<file path="src/rtl/sha_final_add_stage.sv">
// sha_final_add_stage: SHA-256 feed-forward add, difficulty compare and hit counter.
//
// Adds the round-63 working state (a..h) to the chaining value (H0..H7) word
// by word, registers the 256-bit compare against a per-block target, and keeps
// a saturating count of hits. Accepts one block per cycle with no stall.
//
// Word indexing: element [n] of state_i, chain_i and digest_o is word n,
// so state_i[0] is a, chain_i[0] is H0 and digest_o[0] is D0. For the compare,
// the digest is read as {D0, D1, ..., D7} with D0 in the most significant bits.
//
// Parameters
//   ADD_PIPELINE_DEPTH  1..2  register stages in the adder (latency = depth + 1)
// Ports
//   clk          clock, rising edge
//   rst          asynchronous active-high reset
//   state_i      working state a..h after round 63
//   chain_i      chaining value H0..H7 for the block
//   valid_i      state_i/chain_i/target_i/newblock_i hold a live block
//   newblock_i   tag carried through to newblock_o
//   target_i     256-bit difficulty threshold, captured with the block
//   clear_i      synchronous clear of hit_count_o (wins over a coincident hit)
//   digest_o     final hash words D0..D7, held while no valid block arrives
//   valid_o      digest_o, newblock_o and hit_o are live
//   newblock_o   delayed newblock_i
//   hit_o        digest <= target for the block on digest_o, 0 when not valid
//   hit_count_o  saturating count of hits
module sha_final_add_stage #(
  parameter int unsigned ADD_PIPELINE_DEPTH = 1
) (
  input  logic             clk,
  input  logic             rst,
  input  logic [7:0][31:0] state_i,
  input  logic [7:0][31:0] chain_i,
  input  logic             valid_i,
  input  logic             newblock_i,
  input  logic [255:0]     target_i,
  input  logic             clear_i,
  output logic [7:0][31:0] digest_o,
  output logic             valid_o,
  output logic             newblock_o,
  output logic             hit_o,
  output logic [15:0]      hit_count_o
);

  localparam int unsigned WORDS  = 8;
  localparam int unsigned WORD_W = 32;
  localparam int unsigned HALF_W = 16;
  localparam int unsigned HASH_W = WORDS * WORD_W;
  localparam int unsigned CNT_W  = 16;

  // Completed sums and the sideband that travels with them into the final stage.
  logic [WORDS-1:0][WORD_W-1:0] sum_q;
  logic [HASH_W-1:0]            sum_target_q;
  logic                         sum_valid_q;
  logic                         sum_newblock_q;

  generate
    if (ADD_PIPELINE_DEPTH == 1) begin : g_add_one
      // Single stage: full 32-bit adds, data captured only for live blocks.
      always_ff @(posedge clk or posedge rst) begin
        if (rst) begin
          sum_q          <= '0;
          sum_target_q   <= '0;
          sum_valid_q    <= 1'b0;
          sum_newblock_q <= 1'b0;
        end else begin
          sum_valid_q    <= valid_i;
          sum_newblock_q <= newblock_i;
          if (valid_i) begin
            for (int unsigned n = 0; n < WORDS; n++) begin
              sum_q[n] <= state_i[n] + chain_i[n];
            end
            sum_target_q <= target_i;
          end
        end
      end
    end else begin : g_add_two
      // Two stages: low halves plus carry first, high halves completed second.
      logic [WORDS-1:0][HALF_W:0]   lo_c;
      logic [WORDS-1:0][HALF_W:0]   lo_q;
      logic [WORDS-1:0][HALF_W-1:0] state_hi_q;
      logic [WORDS-1:0][HALF_W-1:0] chain_hi_q;
      logic [WORDS-1:0][WORD_W-1:0] full_c;
      logic [HASH_W-1:0]            target_q;
      logic                         valid_q;
      logic                         newblock_q;

      // Low 16-bit sums with their carry out in bit 16.
      always_comb begin
        lo_c = '0;
        for (int unsigned n = 0; n < WORDS; n++) begin
          lo_c[n] = {1'b0, state_i[n][HALF_W-1:0]} + {1'b0, chain_i[n][HALF_W-1:0]};
        end
      end

      // High halves absorb the registered low carry; nothing crosses a word.
      always_comb begin
        full_c = '0;
        for (int unsigned n = 0; n < WORDS; n++) begin
          full_c[n] = {state_hi_q[n] + chain_hi_q[n] + HALF_W'(lo_q[n][HALF_W]),
                       lo_q[n][HALF_W-1:0]};
        end
      end

      // Stage 1: low sums, untouched high halves and the target.
      always_ff @(posedge clk or posedge rst) begin
        if (rst) begin
          lo_q       <= '0;
          state_hi_q <= '0;
          chain_hi_q <= '0;
          target_q   <= '0;
          valid_q    <= 1'b0;
          newblock_q <= 1'b0;
        end else begin
          valid_q    <= valid_i;
          newblock_q <= newblock_i;
          if (valid_i) begin
            lo_q <= lo_c;
            for (int unsigned n = 0; n < WORDS; n++) begin
              state_hi_q[n] <= state_i[n][WORD_W-1:HALF_W];
              chain_hi_q[n] <= chain_i[n][WORD_W-1:HALF_W];
            end
            target_q <= target_i;
          end
        end
      end

      // Stage 2: completed words.
      always_ff @(posedge clk or posedge rst) begin
        if (rst) begin
          sum_q          <= '0;
          sum_target_q   <= '0;
          sum_valid_q    <= 1'b0;
          sum_newblock_q <= 1'b0;
        end else begin
          sum_valid_q    <= valid_q;
          sum_newblock_q <= newblock_q;
          if (valid_q) begin
            sum_q        <= full_c;
            sum_target_q <= target_q;
          end
        end
      end
    end
  endgenerate

  // Digest as one unsigned number, D0 in the top word.
  logic [HASH_W-1:0] sum_cat_c;
  logic              hit_c;

  always_comb begin
    sum_cat_c = '0;
    for (int unsigned n = 0; n < WORDS; n++) begin
      sum_cat_c[HASH_W-1-WORD_W*n -: WORD_W] = sum_q[n];
    end
  end

  assign hit_c = (sum_cat_c <= sum_target_q);

  // Final stage: registered digest and compare; hit is qualified by valid.
  always_ff @(posedge clk or posedge rst) begin
    if (rst) begin
      digest_o   <= '0;
      valid_o    <= 1'b0;
      newblock_o <= 1'b0;
      hit_o      <= 1'b0;
    end else begin
      valid_o    <= sum_valid_q;
      newblock_o <= sum_newblock_q;
      hit_o      <= sum_valid_q & hit_c;
      if (sum_valid_q) begin
        digest_o <= sum_q;
      end
    end
  end

  // Saturating hit counter; clear takes priority over a hit in the same cycle.
  always_ff @(posedge clk or posedge rst) begin
    if (rst) begin
      hit_count_o <= '0;
    end else if (clear_i) begin
      hit_count_o <= '0;
    end else if (valid_o && hit_o && (hit_count_o != {CNT_W{1'b1}})) begin
      hit_count_o <= hit_count_o + CNT_W'(1);
    end
  end

endmodule

</file>
<file path="config.mk">
export PLATFORM = sky130hd
export DESIGN_NAME = sha_final_add_stage
export DESIGN_NICKNAME = d
export VERILOG_FILES = /design/src/rtl/sha_final_add_stage.sv
export SDC_FILE = /design/constraint.sdc
export NUM_CORES = 2
export LEC_CHECK = 0
export ABC_AREA = 1
export CELL_PAD_IN_SITES_DETAIL_PLACEMENT = 1
export CELL_PAD_IN_SITES_GLOBAL_PLACEMENT = 2
export CORE_MARGIN = 2
export CORE_UTILIZATION = 30
export DETAILED_ROUTE_END_ITERATION = 16
export PLACE_DENSITY_LB_ADDON = 0.1
export SLEW_MARGIN = 20
export SYNTH_ARGS = -nofsm -noshare
export SYNTH_HDL_FRONTEND = slang
export SYNTH_SLANG_ARGS = --single-unit
</file>
<file path="constraint.sdc">
create_clock -name clk -period 36.8 [get_ports clk]
set_clock_uncertainty 0.15 [all_clocks]
set_input_delay 7.36 -clock clk [delete_from_list [all_inputs] [get_ports clk]]
set_output_delay 7.36 -clock clk [all_outputs]
set_load 0.02 [all_outputs]
</file>
# == After elaboration in Yosys (flattened, before gate mapping) ==
# Index checks and enable logic that the tools add are counted.
# op_classes
n_addsub,9
mul,0
div_mod_pow,0
n_lt_le_gt_ge,1
n_eq_ne,1
shifts,0
mux,2
n_bitwise,1
n_reduce_logical,3
# op_table
operator,n
$add 32x32->32,8
$le 256x256->1,1
$mux 16,2
$add 16x1->16 const B,1
$ne 16x16->1 const B,1
$logic_and 1x1->1,2
$reduce_bool 2->1,1
$and 1x1->1,1
# word_totals
reg_bits,789
latch_bits,0
ramBits,0
rom_bits,0
inputBits,773
output_inout_bits,275
wordCells,40
memories,0

# == Longest topological paths before layout ==
# depth
word_depth,4
mapped_depth,18
mapped_depth_nobuf,18

# == Worst setup path before layout ==
# No wires, ideal clock.
# synth_timing
kind,input -> register
start,input state_i[128] (netlist bit)
end,register sum_q (netlist bit sum_cat_c[114])
setup_time_ps,133
t_arrival_ps,8944
required_ps,36517
path_slack_ps,27572
cell_stages,14
n_path_buf,0
path_cell_list,ha_1 > inv_1 > fa_1 > inv_1 > nand2_1 > o21ai_2 > nand2_1 > nand2_1 > a21boi_2 > o21ai_1 > nand2_1 > nand2_1 > xor2_1 > o21ai_0
# synth_via
elab_chain_cells,1
# synth_lines
item,line_no,rtl
"start, declared",32,"input logic [7:0][31:0] state_i,"
$add 32x32->32,71,sum_q[n] <= state_i[n] + chain_i[n];
"end signal, assigned by index",71,
"end, declared",52,logic [WORDS-1:0][WORD_W-1:0] sum_q;
# No other way between the ends.
# A chain may end at the register's enable or synchronous reset.

==> reports/metrics.yaml <==
status:
  run_status: "finished clean"
floorplanning:
  fp-row-count: 149
  initial_utilization: 0.303
  num_io_pins: 1048
  die_w_um: 412
  core_area_um2: 165000
  die_y_um: 412
  dieArea_um2: 170000
layout:
  layout-drive-gt1-share: 0.0395
  layout.cells.most_common_list: "1936 x nand2_1, 1046 x clkdlybuf4s50_1, 801 x inv_1"
  fillers: 20033
  stdcell_area_um2: 66300
  final_nets: 8927
  fin_util: 0.401
  layout_commonest_cell: "nand2_1"
  fin_cells: 9938
  syn_to_final_growth_pct: 32.6
place:
  placed_area_um2: 62800
  placedCellCount: 9729
  io_buffer_count: 1047
  place_congestion: 0.914
  dp_hpwl_um: 180000
critical_path:
  worstPathMaxFanout: 104
  path_delay_family: "buffers and inverters"
  cp_cell_sequence: "clkdlybuf4s50_1 -> inv_8 -> buf_4 -> buf_4 -> buf_4 -> buf_4"
  critical_path_buf_inv_count: 6
  reg2reg_from: "sum_cat_c[231]$_DFFE_PP0P_"
  startpoint: "rst"
  crit_slowest_cell: "buf_4"
  crit_type: "input port to asynchronous set/reset pin"
  critPathMostFrequentCell: "buf_4"
  end_kind: "asynchronous set/reset pin"
  cp_slowest_stage_delay_ns: 0.81
  worstPathRequired_ns: 37.38
  cp.arrival_ns: 11.52
  crit_path_start_kind: "input port"
timing:
  hold_viol: 0
  finalSetupViolations: 0
  relSlewSlack: 0.334
  setup_tns_ns: 0
  period_share: 0.297
  grt_setup_unrepaired: "false"
  hold_ws_ns: 0.199
  worstMarginPinSlew_ns: 0.999
  period_minus_slack_ns: 10.93
  fmax_mhz: 91.5
  final_max_slew_viol_count: 0
cts:
  clk_path_buf_depth: 3
  htreeDepth: 3
  cts_resized: 0
  cts_buffers: 99
  cts_tree: "built"
  cts_root_buf: "clkbuf_16"
  hold_buffers: 0
  worstSkewPairLatency_ns: 0.70
  cts_sinks: 789
  cts_setup_buffers: 0
  clk_pin_slew_ns: 0.06
logic_synthesis:
  synth_compound_area_frac: 0.154
  avgSynthCellArea_um2: 7.53
  synth_mux_area_frac: 0
  synth_edf_count: 0
  ys_ff_latch: 789
  synth_top_family_by_area: "simple AND/OR/NAND/NOR gates"
  synth-simple-area-share: 0.231
  seq_area_frac_synth: 0.395
  synth_area_leaders: "dfrtp_1 39%, nand2_1 15%, ha_1 13%"
  synthXorXnorAreaFrac: 0.0163
  yosys_warnings: 0
  synth_fp_nets: 7928
  synthAdderAreaFrac: 0.129
  yosys.area.top_type: "dfrtp_1"
  synth_top_area_share: 0.395
  ys_async_sr_fraction: 1.00
  synthCells: 6642
  syn_area_um2: 50000
  synthDistinctLibCells: 53
  ys.flop_type: "dfrtp_1"
pwr:
  p_clk_frac: 0.342
  switching_power_w: 0.00106
  p_seq_frac: 0.359
  intPower_w: 0.00198
  power_frac_comb: 0.299
  ir_worst_vdd_v: 0.0000323
  p_per_area_nw_per_um2: 45.9
  sw_frac_of_total: 0.348
  p_leak_nw: 31.4
min_path:
  min_path_type: "flip-flop to flip-flop"
  hp-start: "sum_newblock_q$_DFF_PP0_"
detailed_routing:
  via_per_inst: 4.91
  drt-initial-drc-count: 2537
  drc: 0
  first_pass_iters: 5
  dr_total_vias: 48757
  wl_per_cell_um: 22.2
  routed_wirelength_um: 221000
  drtAntennaViolNets: 0
grt:
  overflow: 0
  grt_max_degree: 208
  grt.total_usage: 0.255
  grt_pass1_vias: 51222
  grt_pass1_wl_um: 326000
  antenna_found_initial: 89
run:
  max_cap_viol_count: 0
[worst register-to-register path, cell delays in order (launching register included)]
cell,delay [ns]
dfrtp_1,0.41
ha_1,0.30
nand2_1,0.09
nor4_1,0.81
nand3_1,0.37
nor3_2,0.35
and2b_1,0.28
nand3_1,0.10
a21oi_1,0.19
[cells by family after synthesis]
family                     count (synthesis)
and+or+nand+nor                         2844
AOI/OAI and AO/OA                       1423
DFF                                      789
adders and majority gates                513
buffers and inverters                    980
xor gates and xnor gates                  93
[power groups by stage]
stage | Sequential [W] | Combinational (W) | Clock, W
final | 0.00109 | 0.000909 | 0.00104
after detailed placement | 0.00111 | 0.000916 | 0
after global placement | 0.00111 | 0.000900 | 0
after CTS | 0.00110 | 0.000922 | 0.00107
after global routing | 0.00111 | 0.00102 | 0.00110
after floorplan | 0.00113 | 0.000452 | 0
[worst paths after layout]
check                                                 to  cells after the start  slack [ns]
hold / removal                      newblock_o$_DFF_PP0_                      0        0.20
max in group clk              sum_cat_c[195]$_DFFE_PP0P_                      6       26.89
setup reg to reg                         hit_o$_DFF_PP0_                      8       33.63
min in group asynchronous      sum_cat_c[15]$_DFFE_PP0P_                      2        6.99
setup / recovery           sum_target_q[194]$_DFFE_PP0P_                      6       25.87
hold reg to reg                     newblock_o$_DFF_PP0_                      0        0.20
[synth_stat cells, types with 56 or more instances]
cell type / n
nor2_1: 465
nor3_1: 68
a31oi_1: 56
ha_1: 505
xor2_1: 59
nand2_1: 1936
o21ai_0: 700
nand3_1: 201
clkbuf_1: 125
a21oi_1: 448
inv_1: 803
dfrtp_1: 789
[flip-flops by register name (all words and copies together) (netlist names)]
signal / count
digest_o: 256
valid_o: 1
sum_cat_c: 256
sum_valid_q: 1
hit_count_o: 16
sum_newblock_q: 1
hit_o: 1
newblock_o: 1
sum_target_q: 256
[layer usage]
| metal | track usage | up-vias | routed length, µm |
|---|---|---|---|
| li1 | - | 23727 | - |
| met1 | 0.323 | 23576 | 96000 |
| met2 | 0.432 | 1037 | 105000 |
| met3 | 0.0531 | 341 | 12200 |
| met4 | 0.0784 | 76 | 7310 |
| met5 | 0 | - | 497 |
[area by class of cell]
| cell class | instances | area (µm²) | area share |
|---|---|---|---|
| Multi-Input combinational cell | 4873 | 26600 | 0.400 |
| Tap cell | 2189 | 2740 | 0.0413 |
| Clock inverter | 32 | 515 | 0.00777 |
| Sequential cell | 789 | 19700 | 0.298 |
| Timing Repair Buffer | 1071 | 10700 | 0.161 |
| Antenna cell | 28 | 70.1 | 0.00106 |
| Clock buffer | 149 | 2960 | 0.0446 |
| Inverter | 807 | 3050 | 0.0460 |
[per-stage QoR]
stage | worst slack (ns) | total power, W
final | 25.87 | 0.00304
after global placement | 24.94 | 0.00201
after floorplan | 7.14 | 0.00158
after global routing | 25.28 | 0.00323
after CTS | 25.67 | 0.00309
after detailed placement | 24.90 | 0.00202
Power figures use the tool's default switching activity.
